==> src/rtl/neopixel_strip_ctrl.sv <==
// WS2812-style strip driver: per-pixel GRB colour registers shifted out as
// width-modulated pulses, followed by a low latch interval.
`default_nettype none

module neopixel_strip_ctrl #(
    parameter int NUM_PIXELS = 8,
    parameter int T0H        = 18,
    parameter int T1H        = 35,
    parameter int T_BIT      = 63,
    parameter int T_LATCH    = 2500,
    localparam int PIX_W     = (NUM_PIXELS > 1) ? $clog2(NUM_PIXELS) : 1
) (
    input  logic             clk_i,
    input  logic             rst_ni,
    input  logic [PIX_W-1:0] pixel_index_i,
    input  logic [1:0]       color_index_i,
    input  logic [7:0]       color_level_i,
    input  logic             load_color_i,
    input  logic             send_it_i,
    output logic             neo_data_o,
    output logic             ready_to_load_o,
    output logic             ready_to_send_o
);

    localparam int CNT_MAX = (T_LATCH > T_BIT) ? T_LATCH : T_BIT;
    localparam int CNT_W   = $clog2(CNT_MAX + 1);

    localparam logic [1:0] S_IDLE  = 2'd0;
    localparam logic [1:0] S_HIGH  = 2'd1;
    localparam logic [1:0] S_LOW   = 2'd2;
    localparam logic [1:0] S_LATCH = 2'd3;

    if (!(1 <= T0H && T0H < T1H && T1H < T_BIT) || (T_LATCH < 1)) begin : g_param_check
        $error("neopixel_strip_ctrl: need 1 <= T0H < T1H < T_BIT and T_LATCH >= 1");
    end

    logic [1:0]       state_q, state_d;
    logic [CNT_W-1:0] cnt_q, cnt_d;
    logic [2:0]       bit_q, bit_d;
    logic [1:0]       ch_q, ch_d;
    logic [PIX_W-1:0] pix_q, pix_d;
    logic             neo_data_q, neo_data_d;
    logic [7:0]       color_q [NUM_PIXELS][3];

    logic             load_en;
    logic [7:0]       cur_byte;
    logic             cur_bit;
    logic [CNT_W-1:0] high_len;
    logic             last_bit;

    // Colour registers are frozen while busy, so they double as the frame snapshot.
    assign load_en  = (state_q == S_IDLE) && load_color_i && !send_it_i &&
                      (int'(pixel_index_i) < NUM_PIXELS) && (color_index_i < 2'd3);
    assign cur_byte = color_q[pix_q][ch_q];
    assign cur_bit  = cur_byte[3'd7 - bit_q];
    assign high_len = cur_bit ? CNT_W'(T1H) : CNT_W'(T0H);
    assign last_bit = (bit_q == 3'd7) && (ch_q == 2'd2) && (pix_q == PIX_W'(NUM_PIXELS - 1));

    always_ff @(posedge clk_i or negedge rst_ni) begin
        if (!rst_ni) begin
            state_q    <= S_IDLE;
            cnt_q      <= '0;
            bit_q      <= '0;
            ch_q       <= '0;
            pix_q      <= '0;
            neo_data_q <= 1'b0;
        end else begin
            state_q    <= state_d;
            cnt_q      <= cnt_d;
            bit_q      <= bit_d;
            ch_q       <= ch_d;
            pix_q      <= pix_d;
            neo_data_q <= neo_data_d;
        end
    end

    always_ff @(posedge clk_i or negedge rst_ni) begin
        if (!rst_ni) begin
            for (int p = 0; p < NUM_PIXELS; p++) begin
                for (int c = 0; c < 3; c++) begin
                    color_q[p][c] <= '0;
                end
            end
        end else if (load_en) begin
            color_q[pixel_index_i][color_index_i] <= color_level_i;
        end
    end

    always_comb begin
        state_d = state_q;
        cnt_d   = cnt_q;
        bit_d   = bit_q;
        ch_d    = ch_q;
        pix_d   = pix_q;
        case (state_q)
            S_IDLE: begin
                if (send_it_i) begin
                    state_d = S_HIGH;
                    cnt_d   = '0;
                    bit_d   = '0;
                    ch_d    = '0;
                    pix_d   = '0;
                end
            end
            S_HIGH: begin
                cnt_d = cnt_q + 1'b1;
                if (cnt_q == high_len - 1'b1) begin
                    state_d = S_LOW;
                end
            end
            S_LOW: begin
                if (cnt_q == CNT_W'(T_BIT - 1)) begin
                    cnt_d = '0;
                    if (last_bit) begin
                        state_d = S_LATCH;
                        bit_d   = '0;
                        ch_d    = '0;
                        pix_d   = '0;
                    end else begin
                        state_d = S_HIGH;
                        if (bit_q == 3'd7) begin
                            bit_d = '0;
                            if (ch_q == 2'd2) begin
                                ch_d  = '0;
                                pix_d = pix_q + 1'b1;
                            end else begin
                                ch_d = ch_q + 1'b1;
                            end
                        end else begin
                            bit_d = bit_q + 1'b1;
                        end
                    end
                end else begin
                    cnt_d = cnt_q + 1'b1;
                end
            end
            S_LATCH: begin
                if (cnt_q == CNT_W'(T_LATCH - 1)) begin
                    state_d = S_IDLE;
                    cnt_d   = '0;
                end else begin
                    cnt_d = cnt_q + 1'b1;
                end
            end
            default: state_d = S_IDLE;
        endcase
    end

    always_comb begin
        ready_to_load_o = (state_q == S_IDLE);
        ready_to_send_o = (state_q == S_IDLE);
        neo_data_d      = (state_d == S_HIGH);
        neo_data_o      = neo_data_q;
    end

endmodule

`default_nettype wire

==> config.mk <==
export PLATFORM = sky130hd
export DESIGN_NAME = neopixel_strip_ctrl
export DESIGN_NICKNAME = d
export VERILOG_FILES = /design/src/rtl/neopixel_strip_ctrl.sv
export SDC_FILE = /design/constraint.sdc
export NUM_CORES = 1
export LEC_CHECK = 0
export CORE_MARGIN = 4
export CORE_UTILIZATION = 50
export DETAILED_ROUTE_END_ITERATION = 12
export PLACE_DENSITY = 0.66
export SLEW_MARGIN = 20
export SYNTH_ARGS = -nofsm -noshare
export SYNTH_HDL_FRONTEND = slang
export SYNTH_SLANG_ARGS = --single-unit
==> constraint.sdc <==
create_clock -name clk_i -period 3.89 [get_ports clk_i]
set_input_delay 0.778 -clock clk_i [delete_from_list [all_inputs] [get_ports clk_i]]
set_output_delay 0.778 -clock clk_i [all_outputs]
set_load 0.05 [all_outputs]
==> out/qor.csv <==
metric,value,unit
first-pass GRT wire length,38700,um
Achievable Freq,0.290,GHz
CP required,4.29,ns
register bit count reported by yosys,215,
Synth async-reset ratio,1.00,
total iterations of the first detailed-routing run,5,
TritonCTS buffer count,24,
pwr dens,483,nW/um2
Synth top cells by count,"dfrtp_1, mux2_2, nand2_1",
CP top delay family,compound AO/OA/AOI/OAI gates,
clk buf depth,3,
Post-Place Setup Slack,0.590,ns
"Seq/Total Area, Yosys",0.525,
Tot Pwr,0.00556,W
final worst path period share,0.887,
fillers,1622,
vias in the first global route,6793,
final setup fails,0,
Sink Count,215,
crit end category,flop,
ANT nets after route,0,
Synth area leaders,"dfrtp_1, mux2_2, mux4_2",
hold buffer count at cts,0,
"Cell Area, Synth",10200,um2
Core ar.,20200,um2
total grt overflow,0,
post-CTS setup buffers,0,
WP data arrival,3.85,ns
IO buf count,19,
Syn Inst Count,742,
critical path class,flop to flop,
worst relative slew slack,0.267,
worst vdd ir,0.373,mV
max_cap viols,0,
worst slew pin tran,1.10,ns
hold_ws,0.284,ns
"Max FO, Critical Path",13,
"area leader, netlist",dfrtp_1,
setup slack after layout,0.438,ns
fraction of layout cells with a size suffix above 1,0.362,
std cell rows,52,
synthesized area per cell,13.8,um2
DIE AREA,22900,um2
Crit path depth,8,
Via Count,6364,
Setup Total Neg Slack,0,ns
crit path cell chain,nor2b_1 > a22oi_1 > a311oi_1 > o211ai_1 > and4_1 > a2111o_1 > a21oi_2 > o21ai_1,
final WL,24200,um
slowest CP cell,dfrtp_1,
Worst Skew,0.00987,ns
clk_lat worst skew,0.52,ns
Antenna Cells,0,
RSZ-0062 raised after global routing,no,
fin nets,782,
die outline width,151,um
crit path time final,3.45,ns
final hold violations,0,
status,finished clean,
Layout area overhead,12.1,%
largest net degree at the start of global routing,82,
Starting Density,0.508,
DRT iter0 DRCs,399,
hold crit path type,primary input to async pin,
number of enable flip-flop cells after synthesis,0,
Critical Path Source Type,flop,
vias per cell,6.08,
post-synth cell types,55,
synth warn,0,
CTS tree,done,
GPL Wtd Cong,0.948,
number of antenna violations at the first check in global routing,2,
Worst R2R Path Depth,8,
Die H,151,um
leak pwr,5.41,nW
CP peak stage delay,0.79,ns
Clock Tree Root,clkbuf_16,
most frequent cell after synthesis,dfrtp_1,
H-tree depth,1,
DP HPWL,16300,um
"CTS clk-pin slew, worst paths",0.06,ns
Post-Syn Nets,765,
DR WL/cell,23.1,um
GRT Resource Usage Total,0.221,
Worst Path Buf+Inv,0,
# DRC,0,
Synth top area share,0.525,
CTS resizes,0,
IO Pins,20,
Slew Limit Fails,0,
predominant post-synthesis flop cell,dfrtp_1,
-- worst paths after layout --
kind                            slack [ns]                        to                     start
min in group clk_i                    0.50  color_q[166]$_DFFE_PN0P_  color_q[166]$_DFFE_PN0P_
worst min register to register        0.50  color_q[166]$_DFFE_PN0P_  color_q[166]$_DFFE_PN0P_
worst max register to register        0.44      neo_data_o$_DFF_PN0_      pix_q[2]$_DFFE_PN0P_
worst max-delay path                  0.44      neo_data_o$_DFF_PN0_      pix_q[2]$_DFFE_PN0P_
max in group asynchronous             2.58  color_q[156]$_DFFE_PN0P_                    rst_ni
worst min-delay path                  0.28   color_q[50]$_DFFE_PN0P_                    rst_ni
-- metal layers --
layer | track usage | part of all wire | up-vias
met1 | 0.295 | 0.43 | 3378
met4 | 0.0562 | 0.026 | 4
li1 | - | - | 2808
met2 | 0.374 | 0.50 | 125
met3 | 0.0443 | 0.043 | 49
met5 | 0 | 0.0010 | -
-- power breakdown --
part	switching [W]	internal (W)
combinational	0.000437	0.000334
sequential	0.000148	0.00245
clock	0.000897	0.00129
-- cells in the final DEF (no fill, tap or decap), types with 13 or more instances in the layout --
| master | count |
|---|---|
| clkbuf_16 | 24 |
| nand2_1 | 43 |
| nor2_1 | 17 |
| a22oi_1 | 13 |
| dfrtp_1 | 213 |
| mux2_2 | 196 |
| mux4_2 | 25 |
| buf_4 | 17 |
| nand3_1 | 17 |
| mux2i_1 | 27 |
| clkdlybuf4s50_1 | 18 |
| o21ai_0 | 23 |
-- cells by family (layout without fill, tap and decap cells) --
| kind of cell | after synthesis | count (layout) | synth area share |
|---|---|---|---|
| buffers and inverters | 54 | 89 | 0.0244 |
| multiplexers | 260 | 260 | 0.327 |
| AO/OA/AOI/OAI | 80 | 80 | 0.0524 |
| AND/OR/NAND/NOR | 123 | 123 | 0.0602 |
| flip-flops | 215 | 215 | 0.525 |
| adder cells (fa/ha/maj) | 6 | 6 | 0.00732 |
| XOR/XNOR | 4 | 4 | 0.00342 |
-- state kept, by name, summed over array words and instances, names as in the netlist --
signal,flops
neo_data_o,1
bit_q,3
cnt_q,12
color_q,192
pix_q,3
ch_q,2
state_q,2
-- stage by stage --
stage                     cells   util  cell area (um2)
final                      1047  0.570            11500
after global routing       1047  0.570            11500
after CTS                  1047  0.570            11500
after detailed placement   1003  0.532            10700
after global placement     1003  0.532            10700
after floorplan             742      -            10200
-- layout make-up --
cell class / count / area [um2] / share of cell area
Tap cell: 270 / 338 / 0.0294
Clock buffer: 39 / 697 / 0.0606
Multi-Input combinational cell: 473 / 4620 / 0.402
Sequential cell: 215 / 5390 / 0.469
Inverter: 7 / 26.3 / 0.00229
Timing Repair Buffer: 38 / 362 / 0.0315
Clock inverter: 5 / 65.1 / 0.00566
Power figures use the tool's default switching activity.
